### config.mk
export PLATFORM = sky130hd
export DESIGN_NAME = bank_ch_sched
export DESIGN_NICKNAME = d
export VERILOG_FILES = /design/src/rtl/bank_ch_sched.sv
export SDC_FILE = /design/constraint.sdc
export NUM_CORES = 1
export LEC_CHECK = 0
export ABC_AREA = 1
export ABC_CLOCK_PERIOD_IN_PS = 4400
export BUFFER_PORTS_ARGS = -buffer_cell sky130_fd_sc_hd__buf_2
export CAP_MARGIN = 25
export CORE_MARGIN = 2
export CORE_UTILIZATION = 40
export DETAILED_ROUTE_END_ITERATION = 8
export PLACE_DENSITY = 0.61
export SYNTH_ARGS = -nofsm -noshare
export SYNTH_HDL_FRONTEND = slang
export SYNTH_SLANG_ARGS = --single-unit
### constraint.sdc
create_clock -name clk_i -period 4.4 [get_ports clk_i]
set_input_delay 0.22 -clock clk_i [delete_from_list [all_inputs] [get_ports clk_i]]
set_output_delay 0.22 -clock clk_i [all_outputs]
set_load 0.005 [all_outputs]
### src/rtl/bank_ch_sched.sv
// Three-channel request scheduler: per-channel FIFOs, rotating-priority arbiter and
// a bank-port FSM that holds the bank idle for a recovery window after each issue.
module bank_ch_sched #(
  parameter int unsigned DATA_W        = 64,
  parameter int unsigned FIFO_DEPTH    = 2,
  parameter int unsigned BANK_BUSY_CYC = 2
) (
  input  logic                  clk_i,
  input  logic                  rstn_i,
  input  logic [2:0]            ch_req_valid_i,
  output logic [2:0]            ch_req_ready_o,
  input  logic [3*DATA_W-1:0]   ch_req_data_i,
  output logic                  bank_req_valid_o,
  input  logic                  bank_req_ready_i,
  output logic [DATA_W-1:0]     bank_req_data_o,
  output logic [1:0]            bank_req_id_o,
  output logic                  bank_busy_o
);

  localparam int unsigned NCH    = 3;
  localparam int unsigned PTR_W  = (FIFO_DEPTH > 1) ? $clog2(FIFO_DEPTH) : 1;
  localparam int unsigned CNT_W  = $clog2(FIFO_DEPTH + 1);
  localparam int unsigned BUSY_W = $clog2(BANK_BUSY_CYC + 1);

  typedef enum logic [1:0] {ST_IDLE, ST_ISSUE, ST_BUSY} state_e;

  state_e              state_q, state_d;
  logic [1:0]          ptr_q, ptr_d;
  logic [1:0]          id_q, id_d;
  logic [DATA_W-1:0]   data_q, data_d;
  logic [BUSY_W-1:0]   bcnt_q, bcnt_d;
  logic                valid_q, valid_d;
  logic                busy_q, busy_d;
  logic [2:0]          rdy_q, rdy_d;

  logic [DATA_W-1:0]   mem_q [NCH][FIFO_DEPTH];
  logic [PTR_W-1:0]    wr_q [NCH];
  logic [PTR_W-1:0]    wr_d [NCH];
  logic [PTR_W-1:0]    rd_q [NCH];
  logic [PTR_W-1:0]    rd_d [NCH];
  logic [CNT_W-1:0]    cnt_q [NCH];
  logic [CNT_W-1:0]    cnt_d [NCH];
  logic [DATA_W-1:0]   head [NCH];

  logic [2:0]          push, pop, nonempty;
  logic                hs;
  logic                win_found;
  logic [1:0]          win_id;
  logic [2:0]          scan;

  function automatic logic [PTR_W-1:0] ptr_inc(input logic [PTR_W-1:0] p);
    return (p == PTR_W'(FIFO_DEPTH - 1)) ? '0 : p + PTR_W'(1);
  endfunction

  assign hs = valid_q & bank_req_ready_i;

  // FIFO control: ready comes from registered state, pops only on the granted channel
  always_comb begin
    for (int c = 0; c < NCH; c++) begin
      push[c]     = ch_req_valid_i[c] & rdy_q[c];
      pop[c]      = hs & (id_q == 2'(c));
      nonempty[c] = (cnt_q[c] != '0);
      head[c]     = mem_q[c][rd_q[c]];
      wr_d[c]     = push[c] ? ptr_inc(wr_q[c]) : wr_q[c];
      rd_d[c]     = pop[c] ? ptr_inc(rd_q[c]) : rd_q[c];
      cnt_d[c]    = cnt_q[c];
      if (push[c] && !pop[c]) cnt_d[c] = cnt_q[c] + CNT_W'(1);
      if (!push[c] && pop[c]) cnt_d[c] = cnt_q[c] - CNT_W'(1);
      rdy_d[c]    = (cnt_d[c] != CNT_W'(FIFO_DEPTH));
    end
  end

  always_ff @(posedge clk_i) begin
    for (int c = 0; c < NCH; c++) begin
      if (push[c]) mem_q[c][wr_q[c]] <= ch_req_data_i[c*DATA_W +: DATA_W];
    end
  end

  // Round-robin scan starting at ptr_q, wrapping 2 -> 0
  always_comb begin
    win_found = 1'b0;
    win_id    = '0;
    scan      = '0;
    for (int k = 0; k < NCH; k++) begin
      scan = 3'(ptr_q) + 3'(k);
      if (scan >= 3'd3) scan = scan - 3'd3;
      if (!win_found && nonempty[2'(scan)]) begin
        win_found = 1'b1;
        win_id    = 2'(scan);
      end
    end
  end

  always_comb begin
    state_d = state_q;
    ptr_d   = ptr_q;
    id_d    = id_q;
    data_d  = data_q;
    bcnt_d  = bcnt_q;
    unique case (state_q)
      ST_IDLE: begin
        if (win_found && (bcnt_q == '0)) begin
          state_d = ST_ISSUE;
          id_d    = win_id;
          data_d  = head[win_id];
        end
      end
      ST_ISSUE: begin
        if (hs) begin
          ptr_d   = (id_q == 2'd2) ? 2'd0 : id_q + 2'd1;
          bcnt_d  = BUSY_W'(BANK_BUSY_CYC - 1);
          state_d = (BANK_BUSY_CYC == 1) ? ST_IDLE : ST_BUSY;
        end
      end
      ST_BUSY: begin
        if (bcnt_q <= BUSY_W'(1)) begin
          bcnt_d  = '0;
          state_d = ST_IDLE;
        end else begin
          bcnt_d  = bcnt_q - BUSY_W'(1);
        end
      end
      default: state_d = ST_IDLE;
    endcase
    valid_d = (state_d == ST_ISSUE);
    busy_d  = (state_d != ST_IDLE);
  end

  always_ff @(posedge clk_i or negedge rstn_i) begin
    if (!rstn_i) begin
      state_q <= ST_IDLE;
      ptr_q   <= '0;
      id_q    <= '0;
      data_q  <= '0;
      bcnt_q  <= '0;
      valid_q <= 1'b0;
      busy_q  <= 1'b0;
      rdy_q   <= 3'b111;
      for (int c = 0; c < NCH; c++) begin
        wr_q[c]  <= '0;
        rd_q[c]  <= '0;
        cnt_q[c] <= '0;
      end
    end else begin
      state_q <= state_d;
      ptr_q   <= ptr_d;
      id_q    <= id_d;
      data_q  <= data_d;
      bcnt_q  <= bcnt_d;
      valid_q <= valid_d;
      busy_q  <= busy_d;
      rdy_q   <= rdy_d;
      for (int c = 0; c < NCH; c++) begin
        wr_q[c]  <= wr_d[c];
        rd_q[c]  <= rd_d[c];
        cnt_q[c] <= cnt_d[c];
      end
    end
  end

  assign ch_req_ready_o   = rdy_q;
  assign bank_req_valid_o = valid_q;
  assign bank_req_data_o  = data_q;
  assign bank_req_id_o    = id_q;
  assign bank_busy_o      = busy_q;

endmodule

==> flow_summary.json, run 1 <==
{
  "netlist.area_leader.share": 0.6149,
  "antenna_found_initial": 1,
  "start_util": 0.4037,
  "ant_nets": 0,
  "drv_cap": 0,
  "vdd_ir_drop_max_mv": 0.3084,
  "core_area_um2": 46460,
  "yosysTopAreaCell": "edfxtp_1",
  "cts_setup_buffers": 0,
  "yosys.cell_types.count": 29,
  "cellLeakagePower_nw": 10.02,
  "cp.arrival_ns": 3.48,
  "viasPerCell": 4.990,
  "fmaxAchievable_mhz": 330.6,
  "portBuffers": 268,
  "fin_nets": 2058,
  "hold_viol": 0,
  "total_power_mw": 10.94,
  "ys.flop_type": "edfxtp_1",
  "h-tree-depth": 2,
  "synthCells": 1397,
  "fin_skew_ns": 0.01623,
  "die_h_um": 220.5,
  "async_flop_share": 0.1882,
  "finalCritPeriodShare": 0.6874,
  "grt_max_degree": 69,
  "synth.area.top_cells": "edfxtp_1 61%, dfrtp_1 11%, mux2i_1 6.8%, nand2_1 5.9%, nand3_1 3.8%",
  "post_route_cells_drive_above_1_share": 0.2189,
  "place_congestion": 0.7698,
  "drt-initial-drc-count": 916,
  "synth_nets": 1600,
  "vias": 12489,
  "dp_hpwl_um": 29810,
  "clock_latency_ns": 0.58,
  "grt_pass1_vias": 12888,
  "crit_path_end_kind": "flip-flop",
  "pin_count": 269,
  "row_count": 79,
  "fin_crit_ns": 3.025,
  "status": "completed",
  "p_per_area_nw_per_um2": 448.7,
  "routedWlPerCell_um": 20.01,
  "ys_ff_latch": 473,
  "cts_tree": "yes",
  "ys_seq_area_frac": 0.7339,
  "dr.pass1.iters": 7,
  "hold_class": "in -> reg",
  "numCtsBuffers": 50,
  "root_buffer": "clkbuf_16",
  "fp.dieArea_um2": 48630,
  "fin_setup_tns_ns": 0,
  "post-route-drc-count": 0,
  "clkTransAtPathRegs_ns": 0.06,
  "overflow": 0,
  "crit_fanout": 46,
  "syn_to_final_growth_pct": 30.01,
  "ctsResizeCount": 0,
  "wirelength_um": 50070,
  "synth.avg_cell_area_um2": 13.42,
  "cts_hold_buffers": 193,
  "setup_viol": 0,
  "clock_path_buffers": 3,
  "worstSetupPathType": "reg -> reg",
  "slew_headroom": 0.3239,
  "synth_edf_count": 384,
  "grt_setup_unrepaired": "false",
  "report.final.slew_viol_count": 0,
  "cp.required_ns": 4.86,
  "yosys_warnings": 0,
  "tightest_slew_ns": 1.014,
  "track_usage": 0.2064,
  "syn_area_um2": 18750,
  "num_antenna_cells": 0,
  "startpoint_type": "flip-flop",
  "cts_sinks": 473,
  "fp.dieW_um": 220.5,
  "grt_pass1_wl_um": 75100
}
path summary, 6_finish.rpt:
path,from,end,slack (ns),cells past startpoint
worst min register to register,cnt_q[2]$_DFF_PN0_,cnt_q[2]$_DFF_PN0_,0.49,1
worst max-delay path,ptr_q[0]$_DFFE_PN0P_,bank_req_data_o[38]$_DFFE_PN0P_,1.38,13
worst max register to register,ptr_q[0]$_DFFE_PN0P_,bank_req_data_o[38]$_DFFE_PN0P_,1.38,13
max in group asynchronous,rstn_i,rd_q[2]$_DFFE_PN0P_,3.00,3
worst min-delay path,ch_req_valid_i[0],wr_q[2]$_DFFE_PN0P_,0.12,3
min in group asynchronous,rstn_i,bank_req_data_o[7]$_DFFE_PN0P_,0.26,2
power by group:
part	switching, mW	internal [mW]
Clock	1.76	2.66
Combinational	0.837	0.458
Sequential	0.0647	5.15
Total	2.66	8.28
flip-flops by register name (all words and copies together), names as in the netlist, 3 cells and up:
register         flops
cnt_q                6
mem_q              384
ch_req_ready_o       3
bank_req_data_o     64
wr_q                 3
rd_q                 3
layout by cell type, fill, tap and decap left out, drive strengths merged, types with 65 or more instances in the layout:
master,count
a21oi,128
clkbuf,65
mux2i,128
dfrtp,86
nor2,77
nand3,143
dlygate4sd3,193
buf,289
nand2,299
edfxtp,384
per-layer routing:
layer / track usage / wire, um
met3: 0.02887 / 2575
met4: 0.06467 / 1060
met5: 0 / 13
met2: 0.3609 / 25550
met1: 0.2665 / 20870
cells in the mapped netlist, drive strengths merged, types with 3 or more instances:
library cell	n
dfrtp	86
buf	57
o21ai	13
xor2	9
nor3	5
nor2	77
nand3	143
a21oi	128
edfxtp	384
ha	5
nand2	299
clkbuf	19
dfstp	3
mux2i	128
inv	37
area by class of cell:
cell class | count | area (um^2)
fill | 3950 | 22080
sequential | 473 | 13770
multi-input combinational | 811 | 4473
timing repair buffer | 482 | 3478
clock buffer | 65 | 1399
tap | 607 | 759.5
clock inverter | 28 | 354.1
inverter | 37 | 143.9
critical path: stages, from the launching register on:
cell and delay [ns]:
dfrtp_1 0.35, inv_1 0.06, ha_1 0.38, inv_2 0.11
nand2_1 0.08, nand3_2 0.08, nand2_2 0.08, nor2_4 0.16
nand3_1 0.14, nand2_4 0.11, clkinv_2 0.63, buf_4 0.50
nand3_1 0.13, a21oi_1 0.07
cells by family (layout without fill, tap and decap cells):
kind of cell,Yosys count,in the layout,synth area share
simple gates,526,526,0.1169
flops,473,473,0.7339
xor+xnor,9,9,0.004204
compound gates,143,143,0.04110
mux,128,128,0.06832
buf+inv,113,612,0.03229
fa+ha+maj,5,5,0.003336
through the flow:
step | hold WS [ns] | std cells | worst slack, ns | utilization | cell area (um^2)
6_report | 0.1167 | 2503 | 1.375 | 0.5248 | 24380
5_1_grt | 0.1216 | 2503 | 1.163 | 0.5248 | 24380
4_1_cts | 0.08390 | 2503 | 1.338 | 0.5248 | 24380
3_5_place_dp | 0.3304 | 2217 | 1.363 | 0.4455 | 20700
3_3_place_gp | 0.3237 | 2216 | 1.515 | 0.4449 | 20670
2_1_floorplan | -0.07559 | 1397 | 0.6070 | - | 18750
No activity file was read; power rests on OpenSTA's default activity.
==> run 2, diff against run 1 <==
ABC_CLOCK_PERIOD_IN_PS = 3040   (was 4400)
clock period = 3.04 ns   (was 4.4 ns; I/O delays follow)
==> run 2 against run 1 <==
  * Clock skew up 0.0049 ns
  * Register-to-register slack worse by 0.89 ns
  * Sequential power up 45%
  * Sequential cell count unchanged
  * Combinational power up 46%
  * Largest cell class unchanged
  * Cell count up 0.32%
  * Die area unchanged
  * Largest power group unchanged
  * Maximum frequency up 18%
  * Highest routed layer unchanged
  * Global-route usage down 0.092 points
  * Critical endpoint is now bank_req_data_o[35]$_DFFE_PN0P_
==> flow_summary.json, run 2 (synthesized netlist as in run 1, its figures left out) <==
{
  "clkTransAtPathRegs_ns": 0.06,
  "post_route_cells_drive_above_1_share": 0.2191,
  "dp_hpwl_um": 30330,
  "fp.dieW_um": 220.5,
  "cts_sinks": 473,
  "fin_skew_ns": 0.02113,
  "track_usage": 0.2055,
  "grt_max_degree": 66,
  "p_switching_mw": 3.708,
  "r2r_cells": 12,
  "dr.pass1.iters": 5,
  "grt_setup_unrepaired": "false",
  "slew_headroom": 0.3738,
  "fin_crit_ns": 2.556,
  "cellLeakagePower_nw": 10.06,
  "report.final.slew_viol_count": 0,
  "pin_count": 269,
  "setup_viol": 0,
  "startpoint_type": "flip-flop",
  "status": "completed",
  "multiInputGateArea_um2": 4473,
  "portBuffers": 268,
  "layoutNonFillerInstCount": 2511,
  "fp.dieArea_um2": 48630,
  "p_per_area_nw_per_um2": 637.2,
  "overflow": 0,
  "num-fill-cells": 3895,
  "vdd_ir_drop_max_mv": 0.4526,
  "swShare": 0.2385,
  "power.share.combinational": 0.121,
  "core_area_um2": 46460,
  "reg2reg_slack_ns": 0.48,
  "r2r_start": "ptr_q[0]$_DFFE_PN0P_",
  "tightest_slew_ns": 0.9393,
  "crit_fanout": 30,
  "hold_class": "in -> reg",
  "regArea_um2": 13770,
  "viasPerCell": 4.992,
  "ant_nets": 0,
  "row_count": 79,
  "crit_start": "ptr_q[0]$_DFFE_PN0P_",
  "drt-initial-drc-count": 889,
  "final_cell_mix": "384 x edfxtp_1, 294 x nand2_1, 267 x buf_2",
  "cts_tree": "yes",
  "syn_to_final_growth_pct": 30.14,
  "worst_hold_slack_ns": 0.04197,
  "start_util": 0.4037,
  "antenna_found_initial": 2,
  "worstSetupPathType": "reg -> reg",
  "place_inst": 2225,
  "post-route-drc-count": 0,
  "finalCritPeriodShare": 0.8407,
  "cp.required_ns": 3.53,
  "grt_pass1_vias": 12993,
  "drv_cap": 0,
  "wirelength_um": 49760,
  "die_h_um": 220.5,
  "p_clk_frac": 0.393,
  "fin_nets": 2065,
  "fmaxAchievable_mhz": 391.3,
  "crit_path_end_kind": "flip-flop",
  "clock_latency_ns": 0.58,
  "place_congestion": 0.7646,
  "final_common_cell": "edfxtp_1",
  "root_buffer": "clkbuf_16",
  "hold_viol": 0,
  "endpoint": "bank_req_data_o[35]$_DFFE_PN0P_",
  "vias": 12535,
  "grt_pass1_wl_um": 74350,
  "h-tree-depth": 2,
  "numCtsBuffers": 49,
  "pwr-share-seq": 0.486,
  "clock_path_buffers": 3,
  "worstReg2RegEnd": "bank_req_data_o[35]$_DFFE_PN0P_",
  "intPower_mw": 11.84,
  "largest_reg_flops": 384,
  "routedWlPerCell_um": 19.82,
  "cp.arrival_ns": 3.05
}
## run 2: cell types whose count changed in the layout (fill, tap and decap cells not counted), sizes merged
| cell | delta |
|---|---|
| inv | +1 |
| diode | +1 |
| bufinv | -1 |
| buf | +8 |
| clkinvlp | -5 |
| clkbuf | +3 |
| clkinv | +1 |
## run 2: worst max-delay path, cell delays in order, from the launching register on
cell and delay, ns:
dfrtp_1 0.35, inv_1 0.06, ha_1 0.37, inv_2 0.11, nand2_1 0.09, nand3_2 0.09
nand2_2 0.08, nor2_4 0.15, nand3_1 0.16, nand2_4 0.23, buf_4 0.40, a21oi_1 0.13
a21oi_1 0.19
## run 2: power by group through the flow
stage / clock, mW / combinational (mW) / sequential (mW)
floorplan: 0 / 1.06 / 7.69
CTS: 6.24 / 1.91 / 7.56
global placement: 0 / 1.65 / 7.68
finish: 6.11 / 1.88 / 7.56
global route: 6.49 / 2.08 / 7.59
detailed placement: 0 / 1.70 / 7.69
## run 2: what timing repair did
item                                    in CTS  in global routing
resized for setup                            0                  0
hold buffers                               193                  0
endpoints found under the setup margin       0                  0
buffers inserted                             0                  0
hold endpoints to repair                   439                  0
## run 2: layer usage
metal	GRT usage	wire, um	up-vias
met2	0.3644	25350	372
met4	0.07000	1167	2
met5	0	13	-
li1	-	-	5906
met3	0.03189	2516	70
met1	0.2564	20710	6185
## run 2: how the worst min path moves through the flow
| stage | start | depth (start not counted) | slack [ns] | end |
|---|---|---|---|---|
| 4_1_cts | ch_req_valid_i[1] | 3 | 0.01 | wr_q[1]$_DFFE_PN0P_ |
| 3_5_place_dp | rstn_i | 1 | 0.34 | bank_req_data_o[7]$_DFFE_PN0P_ |
| 6_report | ch_req_valid_i[1] | 3 | 0.04 | wr_q[1]$_DFFE_PN0P_ |
| 3_3_place_gp | ch_req_data_i[121] | 1 | 0.34 | mem_q[0][249]$_DFFE_PP_ |
| 2_1_floorplan | rstn_i | 0 | -0.14 | bank_busy_o$_DFF_PN0_ |
| 5_1_grt | ch_req_valid_i[1] | 3 | 0.05 | wr_q[1]$_DFFE_PN0P_ |
## run 2: area by class of cell
class,instances,share of cell area
Timing Repair Buffer,490,0.1472
Clock buffer,68,0.05655
Antenna cell,1,0.0001025
Tap cell,607,0.03112
Sequential cell,473,0.5644
Inverter,37,0.005896
Clock inverter,24,0.01143
Multi-Input combinational cell,811,0.1833
## run 2: through the flow
| stage | instance area, um^2 | total power [mW] | utilization | TNS, ns | setup slack, ns |
|---|---|---|---|---|---|
| after floorplan | 18750 | 8.759 | - | -289.14 | -0.7530 |
| after global placement | 20810 | 9.329 | 0.4480 | 0 | 0.6415 |
| after detailed placement | 20810 | 9.395 | 0.4480 | 0 | 0.5896 |
| after CTS | 24400 | 15.71 | 0.5253 | 0 | 0.5181 |
| after global routing | 24400 | 16.16 | 0.5253 | 0 | 0.3062 |
| final | 24400 | 15.55 | 0.5253 | 0 | 0.4844 |
